`config.mk`:
```
export PLATFORM = sky130hd
export DESIGN_NAME = vector_load_store_unit
export DESIGN_NICKNAME = d
export VERILOG_FILES = /design/src/rtl/vector_load_store_unit.sv
export SDC_FILE = /design/constraint.sdc
export NUM_CORES = 1
export LEC_CHECK = 0
export BUFFER_PORTS_ARGS = -buffer_cell sky130_fd_sc_hd__buf_4
export CORE_UTILIZATION = 40
export CTS_CLUSTER_SIZE = 20
export DETAILED_ROUTE_END_ITERATION = 7
export PLACE_DENSITY_LB_ADDON = 0.25
export SLEW_MARGIN = 10
export SYNTH_ARGS = -nofsm -noshare
export SYNTH_HDL_FRONTEND = slang
export SYNTH_SLANG_ARGS = --single-unit
```
`constraint.sdc`:
```
create_clock -name clk -period 12.1 [get_ports clk]
set_input_delay 1.21 -clock clk [delete_from_list [all_inputs] [get_ports clk]]
set_output_delay 1.21 -clock clk [all_outputs]
set_load 0.01 [all_outputs]
```
`src/rtl/vector_load_store_unit.sv`:
```
// Vector load/store unit: moves one LANES-element vector between a
// register-side bundle and word-addressed memory, one lane per cycle.
module vector_load_store_unit #(
    parameter int LANES         = 4,
    parameter int DATA_WIDTH    = 32,
    parameter int ADDRESS_WIDTH = 32
) (
    input  logic                          clk,
    input  logic                          rst,
    input  logic                          start,
    input  logic                          isStore,
    input  logic [ADDRESS_WIDTH-1:0]      baseAddress,
    input  logic [LANES*DATA_WIDTH-1:0]   storeVector,
    output logic                          busy,
    output logic                          done,
    output logic [LANES*DATA_WIDTH-1:0]   loadVector,
    output logic [ADDRESS_WIDTH-1:0]      memReadAddress,
    input  logic [DATA_WIDTH-1:0]         memReadData,
    output logic [ADDRESS_WIDTH-1:0]      memWriteAddress,
    output logic [DATA_WIDTH-1:0]         memWriteData,
    output logic                          memWriteEnable
);

    localparam int CW = (LANES > 1) ? $clog2(LANES) : 1;
    localparam logic [CW-1:0] LAST_LANE = CW'(LANES - 1);

    typedef enum logic [1:0] {
        IDLE,
        LOAD,
        STORE,
        DONE
    } state_t;

    state_t                        state;
    logic [CW-1:0]                 lane;
    logic [ADDRESS_WIDTH-1:0]      base;
    logic                          op;
    logic [LANES*DATA_WIDTH-1:0]   storeLatch;
    logic [ADDRESS_WIDTH-1:0]      laneAddress;

    // Lane address wraps modulo 2^ADDRESS_WIDTH; lane is 0 outside transfers
    assign laneAddress = base + ADDRESS_WIDTH'(lane);

    // Status and memory-side outputs decoded from registered state only
    always_comb begin
        busy            = (state == LOAD) || (state == STORE);
        done            = (state == DONE);
        memReadAddress  = laneAddress;
        memWriteAddress = laneAddress;
        memWriteEnable  = (state == STORE) && op;
        memWriteData    = '0;
        if (state == STORE) begin
            memWriteData = storeLatch[lane*DATA_WIDTH +: DATA_WIDTH];
        end
    end

    // Transfer FSM: accept in IDLE, walk lanes ascending, pulse DONE once
    always_ff @(posedge clk or posedge rst) begin
        if (rst) begin
            state      <= IDLE;
            lane       <= '0;
            base       <= '0;
            op         <= 1'b0;
            storeLatch <= '0;
            loadVector <= '0;
        end else begin
            unique case (state)
                IDLE: begin
                    if (start) begin
                        base       <= baseAddress;
                        op         <= isStore;
                        storeLatch <= storeVector;
                        lane       <= '0;
                        state      <= isStore ? STORE : LOAD;
                    end
                end
                LOAD: begin
                    loadVector[lane*DATA_WIDTH +: DATA_WIDTH] <= memReadData;
                    if (lane == LAST_LANE) begin
                        lane  <= '0;
                        state <= DONE;
                    end else begin
                        lane <= lane + 1'b1;
                    end
                end
                STORE: begin
                    if (lane == LAST_LANE) begin
                        lane  <= '0;
                        state <= DONE;
                    end else begin
                        lane <= lane + 1'b1;
                    end
                end
                DONE: begin
                    state <= IDLE;
                end
                default: begin
                    state <= IDLE;
                end
            endcase
        end
    end

endmodule

```
---- Yosys cells after proc, flatten, opt, wreduce, memory -nomap -nowiden ----
Index checks and enable logic that the tools add are counted.
cells by class
  add/subtract/negate cells ............... 3
  shifts and indexed selects .............. 3
  reductions and logical operators ........ 8
  eq/ne operators ......................... 6
  mux-type cells .......................... 9
operators by type and width
  kind                                                     count
  bitwise mux 128 bit                                      1
  variable shift 32 x 34 -> 128 bit, first input constant  1
  variable part select 128 x 8 -> 32 bit                   1
  variable part select 32 x 34 -> 128 bit                  1
  negation 7 -> 34 bit                                     1
  adder 32 x 2 -> 32 bit                                   1
  two-way mux 32 bit                                       1
  two-way mux 2 bit                                        5
  equality test 2 bit, second input constant               3
  case mux 2 bit (3 select lines)                          1
  AND reduction 2 bit                                      3
  case mux 2 bit (2 select lines)                          1
  adder 2 x 1 -> 2 bit, second input constant              1
  equality test 2 x 1 -> 1 bit, second input constant      1
  logical NOT 2 bit                                        1
  != test 2 x 1 -> 1 bit, second input constant            1
  != test 2 bit, second input constant                     1
  nonzero test 2 bit                                       1
  OR reduction 2 bit                                       1
  logical AND 1 bit                                        1
  logical OR 1 bit                                         1
storage, ports and cells
  output and inout bits ................... 227
  flip-flop bits (word level) ............. 293
  input bits .............................. 196
  logic and storage cells ................. 35

---- Depth between registers and ports, before layout ----
  word-level depth ........................ 4
  gate-level depth with buffers ........... 9
  mapped depth without buffers ............ 7

---- Worst setup path after synthesis ----
OpenSTA, ideal clock, no wires.
  path kind ............................... reg-to-output
  from .................................... register lane[1]
  to ...................................... output memWriteAddress[20]
  data required time ...................... 10890 ps
  slack ................................... 8130 ps
  stages on the path, launching flop included .. 10
  arrival time ............................ 2760 ps
  path buffers ............................ 4
  cells stage by stage .................... dfrtp_1 -> clkbuf_1 -> clkbuf_1 -> inv_1 -> fa_1 -> or2_1 -> buf_2 -> nor4_1 -> xor2_1 -> buf_4
between the ends
  cells in the longest elaborated chain, start to end .. 1
RTL lines
  element                   line  source
  start: declaration        35    logic [CW-1:0] lane;
  start signal: assignment  83    lane <= lane + 1'b1;
  start signal: assignment  91    lane <= lane + 1'b1;
  adder 32 x 2 -> 32 bit    42    assign laneAddress = base + ADDRESS_WIDTH'(lane);
  end: declaration          19    output logic [ADDRESS_WIDTH-1:0] memWriteAddress,
Every way passes these cells.

---- Worst setup path after layout ----
  from .................................... register lane[1]
  to ...................................... output memReadAddress[11]
between the ends
  cells in the longest elaborated chain, start to end .. 1
RTL lines
  element                 line  source
  adder 32 x 2 -> 32 bit  42
  end: declaration        17    output logic [ADDRESS_WIDTH-1:0] memReadAddress,
Every way passes these cells.

==> reports/metrics.cfg <==
[placed_design]
place.detailed.hpwl_um=23600
place.gp.congestion=0.850
numPortBuffers=422

[pwr]
pwr-share-seq=0.374
clkPwrFrac=0.198
leakage_nw=8.13
powerDensity_nw_per_um2=268
combPwrFrac=0.429
internal_power_mw=3.07
vdd_drop_max_mv=0.197
netSwitchingFraction=0.328
p_sw_mw=1.50

[global_route]
grt_pass1_wl_um=54600
grt_use_total=0.212
grt_max_degree=166
antenna_found_initial=0
grt_pass1_vias=9314
grt-ovfl-total=0

[die]
die_h_um=180
ios=423
die_area_um2=32500
start_util=0.412
core_um2=30900
die_w_um=180
rows=64

[detailed_routing]
routed_wl_um=34700
drt_pass1_iterations=4
route.detailed.drc=0
ant_nets=0
vias=9018
via_per_inst=5.38
drt_iter0_drc=477
wl_per_cell_um=20.7

[setup_path]
reg2reg_to=storeLatch[75]
rr_startpoint=state[0]
ff2ff_setup_slack_ns=8.71
critPathKind=flip-flop to output pin
worstPathArrival_ns=2.97
crit_path_max_fanout=37
cp.required_ns=10.89
ff2ff_path_depth=6
critPathCaptureType=output pin
startpoint_type=flip-flop

[synth]
async_reset_ff_frac=1.00
synth_area_um2=12700
synth_area_per_cell_um2=14.5
ys.warnings.count=0
synth_seq_cells=293
yosysSeqAreaShare=0.576
synthFlopType=dfrtp_1
synth_cell_types=37
synth_edf_count=0
synthesis.nets=1087
netlist_instances=878

[final_layout]
drive_above_1_share=0.539
syn2layout_area_growth_pct=33.8
antenna_cells=0
nNetsFinal=1467

[sta]
fmax_mhz=239
finalHoldViolCount=0
worstMarginPinSlew_ns=0.950
setup_violations=0
fin_hold_ws_ns=0.498
fin_crit_sh=0.345
finalSetupTns_ns=0
slew_viol_final=0
min_period_ns=4.18
rsz0062_at_grt=no
max_slew_margin=0.367
fin_skew_ns=0.00657

[clock_tree]
cts_resized=0
postCtsHoldBufs=0
cts_buffers=30
clk_latency_ns=0.55
clockRootBuffer=clkbuf_16
cts_num_sinks=293
cts_tree=yes
cts_setup_buffers=0
htreeDepth=1
clkTransAtPathRegs_ns=0.06
cts_buffer_depth=3

[hold_path]
hp-class=flip-flop to flip-flop
hold_path_end=storeLatch[92]
min_from=storeLatch[92]
holdPathStages=1

[job]
maxCapViolCount=0

[status]
status=finished, final reports clean

-- final cells by class --
| type | count | area (um^2) |
|---|---|---|
| fill | 2599 | 13900 |
| multi-input combinational | 485 | 4900 |
| inverter | 12 | 52.6 |
| sequential | 293 | 7330 |
| tap | 396 | 495 |
| clock buffer | 47 | 906 |
| timing repair buffer | 436 | 3290 |
| clock inverter | 7 | 60.1 |
-- worst max-delay path, stage by stage (launching register included) --
cell	delay, ns
dfrtp_2	0.35
buf_4	0.51
ha_1	0.25
a21o_1	0.15
nor3b_1	0.53
and4_1	0.28
xor2_1	0.20
buf_4	0.16
-- kinds of logic after synthesis --
| kind of cell | synth area share |
|---|---|
| compound gates | 0.0943 |
| xor+xnor | 0.0206 |
| fa+ha+maj | 0.0134 |
| buf+inv | 0.0420 |
| flops | 0.576 |
| mux | 0.195 |
| simple gates | 0.0583 |
-- registers in the layout, indices dropped and copies added (netlist names) --
name,flops
base,32
lane,2
loadVector,128
op,1
state,2
storeLatch,128
-- through the flow --
| stage | cell area (um^2) | total power [mW] | utilization | setup slack [ns] | instances |
|---|---|---|---|---|---|
| 2_1_floorplan | 12700 | 2.89 | - | 2.80 | 878 |
| 3_3_place_gp | 16100 | 3.65 | 0.520 | 8.16 | 1622 |
| 3_5_place_dp | 16100 | 3.70 | 0.520 | 8.17 | 1622 |
| 4_1_cts | 17000 | 4.62 | 0.551 | 7.82 | 1676 |
| 5_1_grt | 17000 | 4.83 | 0.551 | 7.67 | 1676 |
| 6_report | 17000 | 4.56 | 0.551 | 7.92 | 1676 |
-- synthesized netlist by cell type (2+ instances only) --
master      n  area (um^2)
nand2b_1    4         25.0
inv_1      11         41.3
clkbuf_1   27          101
nand4_1     3         18.8
a21oi_1     2         10.0
nor3_1      8         40.0
nor4b_2     4         60.1
and2_1     34          213
xor2_1     19          166
buf_4      33          248
nor4_2      8          100
and4_1      5         43.8
buf_2      28          140
mux2_2    157         1770
nand3_1     8         40.0
o21ai_0     5         25.0
nor2_1      9         33.8
nand2_1    21         78.8
a32o_1      2         20.0
a22o_1    128         1120
xnor2_1    11         96.3
dfrtp_1   293         7330
nand4_2     2         25.0
mux4_2     32          721
ha_1       12          150
-- routing by layer --
metal,global-route usage,share of wire,vias to the layer above
met1,0.261,0.39,4611
li1,-,-,3967
met2,0.352,0.48,387
met5,0,0,-
met4,0.0554,0.025,0
met3,0.0766,0.11,53
-- layout by cell type (no fill, tap or decap), types with 10 or more instances in the layout --
cell and instances:
mux4_2 32, buf_4 435, ha_1 12, mux2_2 157
clkbuf_16 31, xnor2_1 11, and2_1 34, xor2_1 19
a22o_1 128, inv_1 10, dfrtp_1 291, nand2_1 21
-- power by group through the flow --
stage / clock network (mW) / registers, mW / logic (mW)
final: 0.903 / 1.70 / 1.96
after global routing: 0.966 / 1.76 / 2.10
after CTS: 0.927 / 1.71 / 1.99
after detailed placement: 0 / 1.72 / 1.98
after global placement: 0 / 1.70 / 1.95
after floorplan: 0 / 1.72 / 1.17
-- worst max-delay path by stage --
stage | from | to | slack (ns) | depth (start not counted)
after floorplan | rst | base[0] | 2.80 | 1
after global placement | start | storeLatch[111] | 8.16 | 5
after detailed placement | start | storeLatch[15] | 8.17 | 5
after CTS | lane[1] | memReadAddress[11] | 7.82 | 7
after global routing | lane[1] | memWriteAddress[11] | 7.67 | 7
final | lane[1] | memReadAddress[11] | 7.92 | 7
(Power assumes the default switching activity.)
